### src/rtl/buffer_enteros_pkg.sv
// Shared FME pixel/row constants and helpers for the integer-pixel row buffer.
// Rows pack pixel k at bits [FME_BIT_DEPTH*k +: FME_BIT_DEPTH].
package buffer_enteros_pkg;

   localparam int FME_BIT_DEPTH = 8;
   localparam int FME_WIDTH_COL = 16;
   localparam int FME_WIDTH_FIL = 16;
   localparam int FME_ROW_W     = FME_BIT_DEPTH * FME_WIDTH_COL;

   typedef logic [FME_ROW_W-1:0]     fme_row_t;
   typedef logic [FME_BIT_DEPTH-1:0] fme_pix_t;

   // Meaning of the wr pin: 0 loads a new row, 1 recirculates the chain.
   typedef enum logic {
      MODE_WRITE = 1'b0,
      MODE_READ  = 1'b1
   } fme_mode_e;

   function automatic fme_pix_t fme_pixel(input fme_row_t row, input int unsigned k);
      return row[k*FME_BIT_DEPTH +: FME_BIT_DEPTH];
   endfunction

endpackage

### src/rtl/buffer_enteros_if.sv
// Row bus of the integer-pixel buffer: load row, mode, enable and output row.
// No valid/ready: en qualifies every edge, and fila_out is always the oldest row.
interface buffer_enteros_if
   import buffer_enteros_pkg::*;
#(
   parameter int ROW_W = FME_ROW_W
) ();

   logic [ROW_W-1:0] fila_in;
   logic             wr;
   logic             en;
   logic [ROW_W-1:0] fila_out;

   modport master (output fila_in, output wr, output en, input  fila_out);
   modport slave  (input  fila_in, input  wr, input  en, output fila_out);

endinterface

### src/rtl/buffer_enteros_fila_reg.sv
// One row stage of the buffer chain: clearable, enabled register with a
// load/recirculate input mux selected by the buffer mode.
module fila_reg
   import buffer_enteros_pkg::*;
#(
   parameter int ROW_W = FME_ROW_W
) (
   input  logic             clk,
   input  logic             rst,
   input  logic             en_i,
   input  logic             wr_i,
   input  logic [ROW_W-1:0] load_i,
   input  logic [ROW_W-1:0] recirc_i,
   output logic [ROW_W-1:0] fila_o
);

   logic [ROW_W-1:0] fila_q;
   logic [ROW_W-1:0] fila_d;

   // An unknown en falls into the hold branch, so X on en never corrupts a row.
   always_comb begin
      fila_d = fila_q;
      if (en_i) begin
         if (fme_mode_e'(wr_i) == MODE_READ) fila_d = recirc_i;
         else                                 fila_d = load_i;
      end
   end

   always_ff @(posedge clk or negedge rst) begin
      if (!rst) fila_q <= '0;
      else      fila_q <= fila_d;
   end

   assign fila_o = fila_q;

endmodule

### src/rtl/buffer_enteros.sv
// Integer-pixel row buffer for FME: a width_fil-deep row shift chain that loads
// one row per clock and, in read mode, rotates so the block can be re-read.
module buffer_enteros
   import buffer_enteros_pkg::*;
#(
   parameter int bit_depth = FME_BIT_DEPTH,
   parameter int width_fil = FME_WIDTH_FIL,
   parameter int width_col = FME_WIDTH_COL
) (
   input  logic             clk,
   input  logic             rst,
   buffer_enteros_if.slave  bus
);

   localparam int row_w = bit_depth * width_col;

   logic [row_w-1:0] row [width_fil];

   generate
      for (genvar g = 0; g < width_fil; g++) begin : g_fila
         if (g == 0) begin : g_head
            // The head closes the ring: new rows in write mode, the tail in read mode.
            fila_reg #(.ROW_W(row_w)) u_fila (
               .clk      (clk),
               .rst      (rst),
               .en_i     (bus.en),
               .wr_i     (bus.wr),
               .load_i   (bus.fila_in),
               .recirc_i (row[width_fil-1]),
               .fila_o   (row[g])
            );
         end else begin : g_body
            fila_reg #(.ROW_W(row_w)) u_fila (
               .clk      (clk),
               .rst      (rst),
               .en_i     (bus.en),
               .wr_i     (bus.wr),
               .load_i   (row[g-1]),
               .recirc_i (row[g-1]),
               .fila_o   (row[g])
            );
         end
      end
   endgenerate

   assign bus.fila_out = row[width_fil-1];

endmodule

### src/flat_wrapper.sv
// flat-port wrapper written by rule: the top's interface ports become plain ports
module buffer_enteros_flat import buffer_enteros_pkg::*;
#(
   parameter int bit_depth = FME_BIT_DEPTH,
   parameter int width_fil = FME_WIDTH_FIL,
   parameter int width_col = FME_WIDTH_COL
)
  (clk, rst, bus_fila_in, bus_wr, bus_en, bus_fila_out);
  buffer_enteros_if #(.ROW_W((FME_ROW_W))) bus_i ();
  input  logic clk;
  input  logic rst;
  input wire logic [$bits(bus_i.fila_in)-1:0] bus_fila_in;
  input wire logic [$bits(bus_i.wr)-1:0] bus_wr;
  input wire logic [$bits(bus_i.en)-1:0] bus_en;
  output wire logic [$bits(bus_i.fila_out)-1:0] bus_fila_out;
  assign bus_i.fila_in = bus_fila_in;
  assign bus_i.wr = bus_wr;
  assign bus_i.en = bus_en;
  assign bus_fila_out = bus_i.fila_out;
  buffer_enteros #(.bit_depth(bit_depth), .width_fil(width_fil), .width_col(width_col)) u_core (.clk(clk), .rst(rst), .bus(bus_i));
endmodule
### config.mk
export PLATFORM = sky130hd
export DESIGN_NAME = buffer_enteros_flat
export DESIGN_NICKNAME = d
export VERILOG_FILES = /design/src/rtl/buffer_enteros_pkg.sv /design/src/rtl/buffer_enteros_if.sv /design/src/rtl/buffer_enteros_fila_reg.sv /design/src/rtl/buffer_enteros.sv /design/src/flat_wrapper.sv
export SDC_FILE = /design/constraint.sdc
export NUM_CORES = 2
export LEC_CHECK = 0
export ABC_AREA = 0
export CAP_MARGIN = 0
export CELL_PAD_IN_SITES_DETAIL_PLACEMENT = 0
export CELL_PAD_IN_SITES_GLOBAL_PLACEMENT = 1
export CORE_ASPECT_RATIO = 0.7
export CORE_MARGIN = 2
export CORE_UTILIZATION = 40
export CTS_CLUSTER_DIAMETER = 100
export DETAILED_ROUTE_END_ITERATION = 7
export GPL_ROUTABILITY_DRIVEN = 0
export PLACE_DENSITY = 0.7
export SLEW_MARGIN = 20
export SYNTH_ARGS = -nofsm -noshare
export SYNTH_HDL_FRONTEND = slang
export SYNTH_SLANG_ARGS = --single-unit
### constraint.sdc
create_clock -name clk -period 1.7 [get_ports clk]
set_input_delay 0.255 -clock clk [delete_from_list [all_inputs] [get_ports clk]]
set_output_delay 0.255 -clock clk [all_outputs]
set_load 0.02 [all_outputs]
==> impl_metrics.xml <==
<?xml version="1.0" encoding="UTF-8"?>
<metrics>
  <group name="timing">
    <metric name="layout_min_cycle_time" unit="ns">1.68</metric>
    <metric name="setup-violations-final" unit="">0</metric>
    <metric name="final_min_period_over_clock_period" unit="">0.990</metric>
    <metric name="final_max_slew_viol_count" unit="">0</metric>
    <metric name="worst-slew-pin-transition" unit="ns">0.527</metric>
    <metric name="final_hold_viol_count" unit="">0</metric>
    <metric name="final_critical_path_setup_slack" unit="ns">0.0174</metric>
    <metric name="maxClockFrequency" unit="MHz">594</metric>
    <metric name="slew_headroom" unit="">0.649</metric>
    <metric name="timing.setup.tns" unit="ns">0</metric>
    <metric name="rsz0062_at_grt" unit="">true</metric>
    <metric name="skew" unit="ns">0.0387</metric>
  </group>
  <group name="floorplan">
    <metric name="placeableCoreArea" unit="mm^2">0.193</metric>
    <metric name="die_area" unit="mm^2">0.197</metric>
    <metric name="die-width" unit="um">530</metric>
    <metric name="num_rows" unit="">135</metric>
    <metric name="num_io_pins" unit="">260</metric>
    <metric name="floorplan.initialDensity" unit="">0.402</metric>
    <metric name="die_height" unit="um">372</metric>
  </group>
  <group name="synth">
    <metric name="net_count_after_synthesis" unit="">4740</metric>
    <metric name="netlist-cell-type-count" unit="">9</metric>
    <metric name="synthTopCellsByArea" unit="">sky130_fd_sc_hd__dfrtp_1 (66%), sky130_fd_sc_hd__mux2_2 (28%), sky130_fd_sc_hd__buf_6 (2.3%)</metric>
    <metric name="synth_cells" unit="">4608</metric>
    <metric name="synth_top_cell_by_area" unit="">sky130_fd_sc_hd__dfrtp_1</metric>
    <metric name="synthesis.yosys.warnings" unit="">0</metric>
    <metric name="synth.top_cell.area_share" unit="">0.661</metric>
    <metric name="netlist_area" unit="mm^2">0.0775</metric>
    <metric name="syn_area_per_cell" unit="um^2">16.8</metric>
    <metric name="yosys_register_bits" unit="">2048</metric>
    <metric name="ys_seq_area_frac" unit="">0.661</metric>
  </group>
  <group name="route">
    <metric name="drt-wirelength-per-cell" unit="um">15.5</metric>
    <metric name="drt_iter0_markers" unit="">1702</metric>
    <metric name="final_antenna_net_count" unit="">0</metric>
    <metric name="vias" unit="">36900</metric>
    <metric name="route.detailed.drc" unit="">0</metric>
    <metric name="routed_wirelength" unit="um">122000</metric>
    <metric name="post_drt_via_cell_ratio" unit="">4.69</metric>
    <metric name="detailedRoute.firstPassIterationCount" unit="">4</metric>
  </group>
  <group name="worst_setup_path">
    <metric name="critical_path.cell_chain" unit="">buf_6</metric>
    <metric name="worstPathBufferInverterCount" unit="">1</metric>
    <metric name="path_depth" unit="">1</metric>
    <metric name="critical_path.endpoint_type" unit="">output port</metric>
    <metric name="critical_path_class" unit="">flop to output port</metric>
    <metric name="arrival" unit="ns">1.43</metric>
    <metric name="rr_worst_depth" unit="">3</metric>
    <metric name="critPathRequiredTime" unit="ns">1.44</metric>
    <metric name="critical_path.startpoint_type" unit="">flop</metric>
    <metric name="critical-path-top-delay-family" unit="">flip-flops</metric>
    <metric name="crit_path_max_incr_delay" unit="ns">0.46</metric>
    <metric name="cp_slowest_cell" unit="">sky130_fd_sc_hd__dfrtp_2</metric>
    <metric name="critPathMaxFanout" unit="">3</metric>
  </group>
  <group name="power">
    <metric name="total_power_density_per_cell_area" unit="mW/mm^2">1750</metric>
    <metric name="sequentialPowerShare" unit="">0.516</metric>
    <metric name="power.static_leakage" unit="nW">38.8</metric>
    <metric name="vdd_drop_max" unit="V">0.000946</metric>
    <metric name="p_comb_frac" unit="">0.205</metric>
    <metric name="sw_frac_of_total" unit="">0.257</metric>
    <metric name="cell_internal_pwr" unit="mW">119</metric>
    <metric name="power_switching" unit="mW">40.9</metric>
    <metric name="clockPowerShare" unit="">0.279</metric>
  </group>
  <group name="cts">
    <metric name="tritoncts_num_sinks" unit="">2048</metric>
    <metric name="clkLatencyLatePin" unit="ns">0.81</metric>
    <metric name="cts_made_buffers" unit="">200</metric>
    <metric name="clock_transition_time_at_the_flip_flop_clock_pins_of_the_worst_setup_and_hold_paths" unit="ns">0.06</metric>
    <metric name="tritoncts_clock_tree" unit="">done</metric>
    <metric name="ctsHtreeMaxLevel" unit="">4</metric>
    <metric name="cts.path.max_buffers" unit="">4</metric>
    <metric name="library_cell_used_as_clock_root_buffer" unit="">sky130_fd_sc_hd__clkbuf_16</metric>
  </group>
  <group name="finish">
    <metric name="finalInstanceArea" unit="mm^2">0.0911</metric>
    <metric name="nFillCells" unit="">16600</metric>
    <metric name="finish.net_count" unit="">5235</metric>
    <metric name="multi_input_area" unit="mm^2">0.0240</metric>
    <metric name="seq_area" unit="mm^2">0.0513</metric>
    <metric name="area.growth.synth_to_final" unit="%">17.4</metric>
    <metric name="mostFrequentLayoutCells" unit="">sky130_fd_sc_hd__dfrtp_1 (2036), sky130_fd_sc_hd__mux2_2 (1920), sky130_fd_sc_hd__buf_4 (218)</metric>
    <metric name="layout-drive-gt1-share" unit="">0.504</metric>
    <metric name="leading_cell_type_in_the_layout_fill_and_taps_excluded" unit="">sky130_fd_sc_hd__dfrtp_1</metric>
    <metric name="layout.core_utilization" unit="">0.472</metric>
  </group>
  <group name="grt">
    <metric name="largest_net_degree_at_the_start_of_global_routing" unit="">101</metric>
    <metric name="antenna_found_initial" unit="">4</metric>
    <metric name="grt_pass1_vias" unit="">38500</metric>
    <metric name="globalRoute.totalOverflow" unit="">0</metric>
    <metric name="grt_util_all_layers" unit="">0.125</metric>
    <metric name="first_pass_grt_wire_length" unit="um">204000</metric>
  </group>
  <group name="placement">
    <metric name="place.detailed.hpwl" unit="um">74200</metric>
    <metric name="detailed_place.area" unit="mm^2">0.0836</metric>
    <metric name="io_port_bufs" unit="">259</metric>
    <metric name="detailedPlace.worstSlack" unit="ns">0.0368</metric>
  </group>
  <group name="hold_path">
    <metric name="hold_path_class" unit="">input port to flop</metric>
    <metric name="hold_depth" unit="">3</metric>
  </group>
  <group name="run">
    <metric name="drv.max_cap_violation_count" unit="">0</metric>
  </group>
  <group name="run_status">
    <metric name="outcome" unit="">complete, no violations</metric>
  </group>
</metrics>
[through the flow]
step	hold WS, ns	total power [mW]	std cells
final	0.0828	159	7859
after global routing	0.0239	170	7859
after CTS	0.000884	162	7848
after detailed placement	0.477	115	7414
after global placement	0.475	113	7414
after floorplan	-0.0406	102	4608
[per-layer routing]
metal,track usage,wire (um)
met1,0.175,57900
met4,0.0344,2750
met2,0.196,57300
met5,0,23
met3,0.0245,4070
[Yosys cell counts]
cell type / n
sky130_fd_sc_hd__dfrtp_1: 2048
sky130_fd_sc_hd__mux2_2: 1920
sky130_fd_sc_hd__buf_6: 156
sky130_fd_sc_hd__a21oi_1: 128
sky130_fd_sc_hd__mux2i_1: 128
sky130_fd_sc_hd__nor2_1: 128
sky130_fd_sc_hd__buf_2: 95
sky130_fd_sc_hd__buf_4: 4
sky130_fd_sc_hd__clkbuf_1: 1
[flip-flops by register name, summed over array words and instances (netlist names)]
register and cells:
u_core.g_fila.g_body.u_fila.fila_o 1920, u_core.g_fila.g_head.u_fila.fila_o 128
[cell type report]
type | instances | share of cell area
diodes | 2 | 0.0000550
flip-flops and latches | 2048 | 0.563
repair buffers | 549 | 0.0643
multi-input cells | 2304 | 0.264
clock buffers | 304 | 0.0655
clock inverters | 49 | 0.00757
well taps | 2603 | 0.0358
[cells by family after synthesis]
group	after synthesis	synth area share
multiplexers	2048	0.295
AND/OR/NAND/NOR	128	0.00620
buffers and inverters	256	0.0292
flip-flops	2048	0.661
AO/OA/AOI/OAI	128	0.00826
[repair_timing]
item	CTS	global route
endpoints found under the hold margin	1617	0
buffers inserted	72	9
resized for setup	740	17
hold buffers	9	0
setup endpoints to repair	128	84
[power groups by stage]
stage          logic, mW  clock network, mW  registers, mW
2_1_floorplan       21.9                  0           80.5
3_3_place_gp        30.2                  0           82.5
3_5_place_dp        31.4                  0           83.3
4_1_cts             33.2               46.2           82.5
5_1_grt             35.9               48.3           85.3
6_report            32.7               44.5           82.2
[worst paths after layout]
path,start,end,slack [ns]
worst min-delay path,bus_fila_in[103],u_core.g_fila[0].g_head.u_fila.fila_o[103]$_DFFE_PN0P_,0.08
max in group asynchronous,rst,u_core.g_fila[6].g_body.u_fila.fila_o[112]$_DFFE_PN0P_,0.69
worst max-delay path,u_core.g_fila[15].g_body.u_fila.fila_o[82]$_DFFE_PN0P_,bus_fila_out[82],0.02
min in group asynchronous,rst,u_core.g_fila[4].g_body.u_fila.fila_o[92]$_DFFE_PN0P_,0.29
worst max register to register,u_core.g_fila[15].g_body.u_fila.fila_o[107]$_DFFE_PN0P_,u_core.g_fila[0].g_head.u_fila.fila_o[107]$_DFFE_PN0P_,0.42
worst min register to register,u_core.g_fila[8].g_body.u_fila.fila_o[57]$_DFFE_PN0P_,u_core.g_fila[9].g_body.u_fila.fila_o[57]$_DFFE_PN0P_,0.47
Power figures use the tool's default switching activity.
